### src/rtl/led_phase_scheduler.sv
// LED/ADC time-multiplexer: runs RED, IR and dark phases per frame on the shared PGA/ADC path
// and publishes per-frame averages with the ambient level subtracted.
module led_phase_scheduler #(
    parameter int SETTLE_CYCLES = 3,
    parameter int SAMPLE_CYCLES = 8,
    parameter int ADC_W         = 8
) (
    input  logic             CLK,
    input  logic             rst_n,
    input  logic             enable,
    input  logic [ADC_W-1:0] ADC,
    input  logic [6:0]       RED_DC_Comp,
    input  logic [6:0]       IR_DC_Comp,
    input  logic [3:0]       RED_PGA,
    input  logic [3:0]       IR_PGA,
    output logic             LED_RED,
    output logic             LED_IR,
    output logic [6:0]       DC_Comp,
    output logic [3:0]       PGA_Gain,
    output logic [ADC_W-1:0] RED_ADC_Value,
    output logic [ADC_W-1:0] IR_ADC_Value,
    output logic [ADC_W-1:0] AMB_ADC_Value,
    output logic             sample_valid,
    output logic             busy
);
    localparam int LOG2  = $clog2(SAMPLE_CYCLES);
    localparam int ACC_W = ADC_W + LOG2;
    localparam int CNT_W = 7;
    localparam logic [CNT_W-1:0] SETTLE_LAST = CNT_W'(SETTLE_CYCLES - 1);
    localparam logic [CNT_W-1:0] SAMPLE_LAST = CNT_W'(SAMPLE_CYCLES - 1);

    typedef enum logic [2:0] {
        IDLE, RED_SETTLE, RED_SAMPLE, IR_SETTLE, IR_SAMPLE, AMB_SETTLE, AMB_SAMPLE, UPDATE
    } state_t;

    state_t           state, next_state;
    logic [CNT_W-1:0] cnt;
    logic [ACC_W-1:0] acc, acc_sum;
    logic [ADC_W-1:0] avg_now, red_avg, ir_avg, amb_avg;
    logic [6:0]       red_dc_lat, ir_dc_lat;
    logic [3:0]       red_pga_lat, ir_pga_lat;
    logic             in_sample;

    // Ambient subtraction, floored at zero when the lit phase reads below ambient.
    function automatic logic [ADC_W-1:0] floor_sub(input logic [ADC_W-1:0] a,
                                                   input logic [ADC_W-1:0] b);
        logic signed [ADC_W:0] diff;
        diff = $signed({1'b0, a}) - $signed({1'b0, b});
        return (diff > 0) ? diff[ADC_W-1:0] : '0;
    endfunction

    assign in_sample = (state == RED_SAMPLE) || (state == IR_SAMPLE) || (state == AMB_SAMPLE);
    assign acc_sum   = acc + ACC_W'(ADC);
    assign avg_now   = acc_sum[ACC_W-1:LOG2];
    assign busy      = (state != IDLE);

    always_comb begin
        next_state = state;
        case (state)
            IDLE:       if (enable) next_state = RED_SETTLE;
            RED_SETTLE: if (cnt == SETTLE_LAST) next_state = RED_SAMPLE;
            RED_SAMPLE: if (cnt == SAMPLE_LAST) next_state = IR_SETTLE;
            IR_SETTLE:  if (cnt == SETTLE_LAST) next_state = IR_SAMPLE;
            IR_SAMPLE:  if (cnt == SAMPLE_LAST) next_state = AMB_SETTLE;
            AMB_SETTLE: if (cnt == SETTLE_LAST) next_state = AMB_SAMPLE;
            AMB_SAMPLE: if (cnt == SAMPLE_LAST) next_state = UPDATE;
            UPDATE:     next_state = enable ? RED_SETTLE : IDLE;
            default:    next_state = IDLE;
        endcase
        // Dropping enable abandons the frame, except in UPDATE where results are already final.
        if (!enable && state != IDLE && state != UPDATE) next_state = IDLE;
    end

    always_ff @(posedge CLK or negedge rst_n) begin
        if (!rst_n) begin
            state <= IDLE;
            cnt   <= '0;
        end else begin
            state <= next_state;
            cnt   <= (next_state != state || state == IDLE) ? '0 : cnt + 1'b1;
        end
    end

    // Accumulator is zero on entry to every phase; averages captured on each SAMPLE exit.
    always_ff @(posedge CLK or negedge rst_n) begin
        if (!rst_n) begin
            acc     <= '0;
            red_avg <= '0;
            ir_avg  <= '0;
            amb_avg <= '0;
        end else begin
            acc <= (in_sample && next_state == state) ? acc_sum : '0;
            if (state == RED_SAMPLE && next_state == IR_SETTLE)  red_avg <= avg_now;
            if (state == IR_SAMPLE  && next_state == AMB_SETTLE) ir_avg  <= avg_now;
            if (state == AMB_SAMPLE && next_state == UPDATE)     amb_avg <= avg_now;
        end
    end

    always_ff @(posedge CLK or negedge rst_n) begin
        if (!rst_n) begin
            LED_RED       <= 1'b0;
            LED_IR        <= 1'b0;
            DC_Comp       <= '0;
            PGA_Gain      <= '0;
            RED_ADC_Value <= '0;
            IR_ADC_Value  <= '0;
            AMB_ADC_Value <= '0;
            sample_valid  <= 1'b0;
            red_dc_lat    <= '0;
            ir_dc_lat     <= '0;
            red_pga_lat   <= '0;
            ir_pga_lat    <= '0;
        end else begin
            sample_valid <= (state == UPDATE);
            if (state == UPDATE) begin
                AMB_ADC_Value <= amb_avg;
                RED_ADC_Value <= floor_sub(red_avg, amb_avg);
                IR_ADC_Value  <= floor_sub(ir_avg, amb_avg);
            end
            if (next_state != state) begin
                case (next_state)
                    RED_SETTLE: begin
                        LED_RED     <= 1'b1;
                        LED_IR      <= 1'b0;
                        DC_Comp     <= RED_DC_Comp;
                        PGA_Gain    <= RED_PGA;
                        red_dc_lat  <= RED_DC_Comp;
                        ir_dc_lat   <= IR_DC_Comp;
                        red_pga_lat <= RED_PGA;
                        ir_pga_lat  <= IR_PGA;
                    end
                    IR_SETTLE: begin
                        LED_RED  <= 1'b0;
                        LED_IR   <= 1'b1;
                        DC_Comp  <= ir_dc_lat;
                        PGA_Gain <= ir_pga_lat;
                    end
                    AMB_SETTLE: begin
                        LED_RED  <= 1'b0;
                        LED_IR   <= 1'b0;
                        DC_Comp  <= red_dc_lat;
                        PGA_Gain <= red_pga_lat;
                    end
                    IDLE: begin
                        LED_RED <= 1'b0;
                        LED_IR  <= 1'b0;
                    end
                    default: ;
                endcase
            end
        end
    end

endmodule

### config.mk
export PLATFORM = sky130hd
export DESIGN_NAME = led_phase_scheduler
export DESIGN_NICKNAME = d
export VERILOG_FILES = /design/src/rtl/led_phase_scheduler.sv
export SDC_FILE = /design/constraint.sdc
export NUM_CORES = 1
export LEC_CHECK = 0
export BUFFER_PORTS_ARGS = -buffer_cell sky130_fd_sc_hd__clkbuf_2
export CORE_ASPECT_RATIO = 2
export CORE_MARGIN = 1
export CORE_UTILIZATION = 34
export CTS_BUF_LIST = sky130_fd_sc_hd__clkbuf_4 sky130_fd_sc_hd__clkbuf_8
export CTS_CLUSTER_SIZE = 28
export DETAILED_ROUTE_END_ITERATION = 7
export GPL_TIMING_DRIVEN = 0
export SETUP_SLACK_MARGIN = 0.5
export SYNTH_ARGS = -nofsm -noshare
export SYNTH_HDL_FRONTEND = slang
export SYNTH_SLANG_ARGS = --single-unit
### constraint.sdc
create_clock -name CLK -period 2.59 [get_ports CLK]
set_clock_uncertainty 0.05 [all_clocks]
set_input_delay 0.259 -clock CLK [delete_from_list [all_inputs] [get_ports CLK]]
set_output_delay 0.259 -clock CLK [all_outputs]
set_load 0.01 [all_outputs]
==> flow_summary.yaml, run 1 <==
logic_synthesis:
  yosys-top-cells-area: "dfrtp_1, ha_1, o21ai_0"
  synth_top_area_cell: "dfrtp_1"
  yosysSeqAreaShare_pct: 47.1
  yosysUniqueCellTypes: 58
  ys.flop_type: "dfrtp_1"
  syn-mean-instance-area_um2: 9.59
  syn-cell-area_mm2: 0.00557
  synth_nets: 643
  async_reset_ff_share_pct: 100
  netlist.area_leader.share_pct: 47.1
  yosys_register_bits: 105
  synth_edf_count: 0
  ys_warn_count: 0
  synthCells: 581
final_layout:
  nets: 760
  drive_above_1_share_pct: 34.0
  most-common-layout-cells: "dfrtp_1, clkbuf_2, nand2_1"
  final_common_cell: "dfrtp_1"
  diodes: 0
  area_growth_pct: 28.4
worst_hold_path:
  whs_path_depth: 2
  worstHoldStart: "IR_DC_Comp[6]"
  hold_end: "ir_dc_lat[6]"
  min_path_type: "primary input to register"
floorplan:
  initial_core_util_pct: 35.0
  ios: 72
  dieArea_mm2: 0.0169
  core_mm2: 0.0159
  placementRows: 65
  dieHeight_um: 183
  die_width_um: 92.5
detailed_routing:
  dr.max_layer_used: "met4"
  routed_via_density: 5.27
  first_pass_iters: 6
  drt-met1-wl_mm: 5.14
  route.met2.wl_mm: 9.12
  wl_met3_um: 480
  routedWlPerCell_um: 17.1
  drt_iter0_drc: 259
  drcViolationCount: 0
  routed_wl_mm: 15.4
  vias: 4766
  drt.antenna.violating_nets: 0
clock_network:
  cts.sinks: 105
  h-tree-depth: 3
  cts_buffer_depth: 2
  clk_pin_slew_ns: 0.12
  clk_latency_ns: 0.40
  cts_root_buffer: "clkbuf_8"
  cts_tree: "built"
  cts_made_buffers: 9
global_routing:
  antenna_found_initial: 0
  overflow: 0
  grt_pass1_wl_mm: 25.0
  grt_pass1_vias: 5045
  grtUsageTotal_pct: 19.2
  grt_max_degree: 106
worst_setup_path:
  r2r-end: "PGA_Gain[2]"
  cp-end-kind: "register"
  rrSetupSlack_ns: 0.37
  cp_data_required_time_ns: 2.83
  worst-path-max-fanout: 5
  r2r-start: "cnt[3]"
  path_class: "register to register"
  arrival_ns: 2.46
  start_kind: "register"
  r2r_cells: 7
timing:
  tightestPinTransition_ns: 0.842
  drv_slew: 0
  finalCritPeriodShare_pct: 85.8
  rsz0062_at_grt: "true"
  relSlewSlack_pct: 43.9
  fmax_mhz: 450
  period_minus_slack_ns: 2.22
  hold_viol: 0
  setup_viol: 0
  setup_ws_ns: 0.367
place:
  io_buffers: 71
  gp_congestion: 0.847
  dpl_worst_slack_ns: -0.00584
  dp_hpwl_mm: 11.0
power:
  power_mw: 3.25
  ir_worst_vdd_v: 0.000339
  p_leak_nw: 3.20
  power_density_mw_per_mm2: 454
status:
  status: "finished clean"
flow_run:
  max_cap_violations: 0
[registers in the layout, summed over array words and instances (netlist names)]
name	flops
ir_dc_lat	7
LED_IR	1
LED_RED	1
sample_valid	1
PGA_Gain	4
DC_Comp	7
AMB_ADC_Value	8
IR_ADC_Value	8
red_avg	8
red_pga_lat	4
state	3
RED_ADC_Value	8
ir_avg	8
cnt	7
ir_pga_lat	4
amb_avg	8
red_dc_lat	7
acc	11
[final cells by class]
class | count | area, µm²
Multi-Input combinational cell | 419 | 3110
Clock inverter | 7 | 77.6
Timing Repair Buffer | 106 | 673
Tap cell | 201 | 251
Buffer | 28 | 180
Inverter | 29 | 113
Sequential cell | 105 | 2630
Clock buffer | 9 | 124
Fill cell | 1576 | 8780
[cells in the mapped netlist (5+ instances only)]
cell type and count:
inv_1 28, xor2_1 10, a21o_1 8, a31oi_1 13, clkbuf_1 20, ha_1 26
nand2b_1 5, o21ai_1 5, dfrtp_1 105, nand2_1 67, or3_1 26, o21ai_0 59
o31ai_1 11, a211oi_1 5, buf_2 5, a22o_1 8, nor2_1 66, xnor2_1 11
a21oi_1 17, nand3_1 7, mux2_2 22
[layer usage]
metal	up-vias	GRT usage (%)
met5	-	0
met4	0	10.9
met3	45	2.32
met2	144	38.3
met1	2307	18.0
li1	2270	-
[repair_timing]
item	in CTS	in global routing
cloned	1	1
buffers inserted	24	8
hold endpoints to repair	105	0
endpoints found under the setup margin	80	90
hold buffers	1	0
pin swaps	42	23
resized for setup	82	52
[critical path, cell delays in order, from the launching register on]
cell and delay, ns:
dfrtp_2 0.46, or4_4 0.59, nor3_4 0.16, a21oi_2 0.07
o31ai_4 0.34, buf_6 0.20, nor2_2 0.04, o31ai_1 0.21
[through the flow]
| stage | setup TNS, ns | instance area (µm²) | cells | hold WS (ns) | util [%] |
|---|---|---|---|---|---|
| 6_report | 0 | 7160 | 904 | 0.0478 | 44.9 |
| 2_1_floorplan | 0 | 5590 | 581 | -0.0866 | - |
| 5_1_grt | 0 | 7160 | 904 | 0.0336 | 44.9 |
| 3_5_place_dp | -0.00584 | 6210 | 853 | 0.371 | 38.9 |
| 4_1_cts | 0 | 6930 | 895 | 0.0241 | 43.5 |
| 3_3_place_gp | -22.24 | 6200 | 853 | 0.410 | 38.9 |
[how the worst max path moves through the flow]
stage	start	end	slack, ns
after floorplan	red_avg[0]	RED_ADC_Value[2]	0.50
after global placement	rst_n	red_dc_lat[1]	-0.22
after detailed placement	state[0]	DC_Comp[2]	-0.006
after CTS	cnt[6]	DC_Comp[2]	0.33
final	cnt[3]	PGA_Gain[2]	0.37
after global routing	cnt[3]	PGA_Gain[1]	0.28
[logic make-up after synthesis]
group                      share of synthesized area, %
AOI/OAI and AO/OA                                  17.2
xor gates and xnor gates                           3.30
adders and majority gates                          6.91
buffers and inverters                              4.22
DFF                                                47.1
muxes                                              4.62
and+or+nand+nor                                    16.6
[power breakdown]
group,total (mW),internal [mW],switching (mW)
logic,0.373,0.167,0.207
registers,1.80,1.73,0.0703
clock network,1.08,0.458,0.620
total,3.25,2.35,0.897
Power figures use the tool's default switching activity.
==> inputs of run 2 (changes only) <==
--- a/config.mk
+++ b/config.mk
@@ -5,13 +5,16 @@
 export SDC_FILE = /design/constraint.sdc
 export NUM_CORES = 1
 export LEC_CHECK = 0
+export ABC_AREA = 1
 export BUFFER_PORTS_ARGS = -buffer_cell sky130_fd_sc_hd__clkbuf_2
+export CAP_MARGIN = 20
 export CORE_ASPECT_RATIO = 2
 export CORE_MARGIN = 1
 export CORE_UTILIZATION = 34
 export CTS_BUF_LIST = sky130_fd_sc_hd__clkbuf_4 sky130_fd_sc_hd__clkbuf_8
 export CTS_CLUSTER_SIZE = 28
 export DETAILED_ROUTE_END_ITERATION = 7
+export GPL_ROUTABILITY_DRIVEN = 1
 export GPL_TIMING_DRIVEN = 0
 export SETUP_SLACK_MARGIN = 0.5
 export SYNTH_ARGS = -nofsm -noshare
==> run 2 against run 1 <==
  * Utilization decreased by 1.9 points
  * Combinational power increased by 48%
  * Via count increased by 4.1%
  * Critical endpoint is now red_dc_lat[5]
  * Largest cell class unchanged
  * Sequential share of layout area increased by 0.62 points
  * Sequential power increased by 4%
  * Global-route usage decreased by 1.6 points
  * Synthesized cell count increased by 25%
  * Register-to-register slack improved by 0.12 ns
  * Power increased by 7.4%
==> flow_summary.yaml, run 2 <==
status:
  status: "finished clean"
global_routing:
  grt_use_met2_pct: 35.6
  antenna_found_initial: 0
  grt_pass1_vias: 4887
  grt_use_met1_pct: 17.3
  busiest_layer: "met2"
  overflow: 0
  grt_pass1_wl_mm: 23.2
  grt_use_met3_pct: 2.79
  grt_max_degree: 106
  grtUsageTotal_pct: 17.5
place:
  place_area_mm2: 0.00632
  gp_congestion: 0.839
  place_inst: 1000
  io_buffers: 71
  dp_hpwl_mm: 10.6
logic_synthesis:
  syn-mean-instance-area_um2: 7.87
  yosys.area_share.simple_pct: 31.6
  synth_commonest_cells: "nand2_1, dfrtp_1, nand3_1"
  ys_warn_count: 0
  yosysSeqAreaShare_pct: 46.1
  yosys.area_share.xor_xnor_pct: 2.61
  yosys_register_bits: 105
  synth_top_area_cell: "dfrtp_1"
  synth_edf_count: 0
  netlist.area_leader.share_pct: 46.1
  synthCells: 725
  synth_nets: 787
  synthAdderAreaFrac_pct: 6.76
  yosysMostFrequentCell: "nand2_1"
  yosys-top-cells-area: "dfrtp_1, nand2_1, nand3_1"
  async_reset_ff_share_pct: 100
  synthMuxAreaShare_pct: 0
  yosysUniqueCellTypes: 32
  synth_compound_area_share_pct: 5.90
  synth_top_family_by_area: "simple AND/OR/NAND/NOR gates"
  ys.flop_type: "dfrtp_1"
  syn-cell-area_mm2: 0.00570
power:
  ir_worst_vdd_v: 0.000308
  clkPwrFrac_pct: 30.5
  p_switching_mw: 1.03
  p_leak_nw: 3.72
  switching_share_pct: 29.4
  intPower_mw: 2.47
  power_frac_comb_pct: 15.8
  seq_power_share_pct: 53.7
  power_density_mw_per_mm2: 497
final_layout:
  finalInstanceArea_mm2: 0.00703
  top_register: "acc"
  nets: 889
  drive_above_1_share_pct: 25.4
  diodes: 0
  most-common-layout-cells: "nand2_1, dfrtp_1, nand3_1"
  final_common_cell: "nand2_1"
  largest_reg_flops: 11
  area_growth_pct: 23.3
  fin_cells: 1036
floorplan:
  die_width_um: 93.6
  dieArea_mm2: 0.0173
  ios: 72
  placementRows: 66
  dieHeight_um: 185
  core_mm2: 0.0164
  initial_core_util_pct: 34.9
worst_setup_path:
  arrival_ns: 2.34
  cp-startpoint: "cnt[0]"
  cp_data_required_time_ns: 2.83
  cp-end-kind: "register"
  worst-path-max-fanout: 10
  path_class: "register to register"
  start_kind: "register"
  r2r-start: "cnt[0]"
detailed_routing:
  first_pass_iters: 4
  drcViolationCount: 0
  vias: 4961
  routed_wl_mm: 14.3
  drt.antenna.violating_nets: 0
  routed_via_density: 4.79
  routedWlPerCell_um: 13.8
  drt_iter0_drc: 203
clock_network:
  clk_latency_ns: 0.39
  cts_made_buffers: 9
  cts_tree: "built"
  cts_buffer_depth: 2
  cts.sinks: 105
  clk_pin_slew_ns: 0.11
  h-tree-depth: 3
  cts_root_buffer: "clkbuf_8"
timing:
  finalCritPeriodShare_pct: 81.2
  fmax_mhz: 475
  drv_slew: 0
  hold_viol: 0
  hold_ws_ns: 0.0370
  setup_viol: 0
  rsz0062_at_grt: "true"
  tightestPinTransition_ns: 0.864
  period_minus_slack_ns: 2.10
  relSlewSlack_pct: 42.4
worst_hold_path:
  worstHoldStart: "IR_DC_Comp[5]"
  min_path_type: "primary input to register"
flow_run:
  max_cap_violations: 0
run 2: changes by cell type in the layout (fill, tap and decap cells not counted), sizes merged, moves of 8 or more:
cell / delta
a22o: -8
inv: +46
clkbuf: -9
a21o: -8
a31oi: -12
nand2: +179
xnor2: -8
buf: -12
nand3: +88
or3: -26
mux2: -22
o21ai: -25
nor2: -15
o31ai: -15
run 2: per-stage QoR:
stage                     worst slack, ns  power (mW)  setup TNS [ns]  util [%]
after floorplan                     0.650        2.19               0         -
after global placement             -0.357        2.40          -36.38      38.6
after detailed placement            0.296        2.41               0      38.7
after CTS                           0.484        3.53               0      41.0
after global routing                0.364        3.68               0      43.0
final                               0.486        3.49               0      43.0
run 2: logic make-up after synthesis:
group / after synthesis
AND/OR/NAND/NOR: 414
buffers and inverters: 96
adder cells (fa/ha/maj): 29
flip-flops: 105
AO/OA/AOI/OAI: 64
XOR/XNOR: 17
run 2: worst paths after layout:
kind | endpoint | slack, ns | cells after the start
worst max-delay path | red_dc_lat[5] | 0.49 | 14
worst min-delay path | ir_dc_lat[5] | 0.04 | 3
worst max register to register | red_dc_lat[5] | 0.49 | 14
worst min register to register | red_dc_lat[4] | 0.43 | 2
max in group asynchronous | amb_avg[0] | 1.39 | 2
min in group asynchronous | acc[3] | 0.47 | 2
run 2: layout make-up:
class / instances / area (µm²)
timing repair buffer: 91 / 524
fill: 1711 / 9320
buffer: 22 / 158
sequential: 105 / 2630
clock buffer: 9 / 124
tap: 204 / 255
multi-input combinational: 524 / 2980
inverter: 74 / 285
clock inverter: 7 / 77.6
run 2: per-layer routing:
metal,vias up,routed length (µm),share of wire [%]
li1,2521,-,-
met1,2339,5090,35
met2,82,8530,59
met3,19,400,2.8
met4,0,323,2.3
met5,-,0,0
run 2: power groups by stage:
stage	clock, mW	sequential, mW	combinational, mW
floorplan	0	1.91	0.273
global placement	0	1.91	0.489
detailed placement	0	1.91	0.500
CTS	1.10	1.88	0.548
global route	1.16	1.90	0.625
finish	1.07	1.88	0.552
run 2: worst max-delay path, stage by stage (launching register included):
cell and delay (ns):
dfrtp_1 0.41, inv_1 0.06, ha_1 0.15, inv_2 0.04, nor2_4 0.10, nand4_1 0.21
nand2_2 0.15, nor2_4 0.05, nor2_4 0.16, inv_2 0.08, nor2_4 0.18, nand2_4 0.10
buf_6 0.15, nand2_1 0.06, nand2_1 0.05
run 2: what timing repair did:
item                                    CTS  global route
cloned                                    1             1
endpoints found under the setup margin   86            91
hold endpoints to repair                105             0
buffers inserted                         12             5
pin swaps                                 8            20
hold buffers                              1             0
resized for setup                        21            70
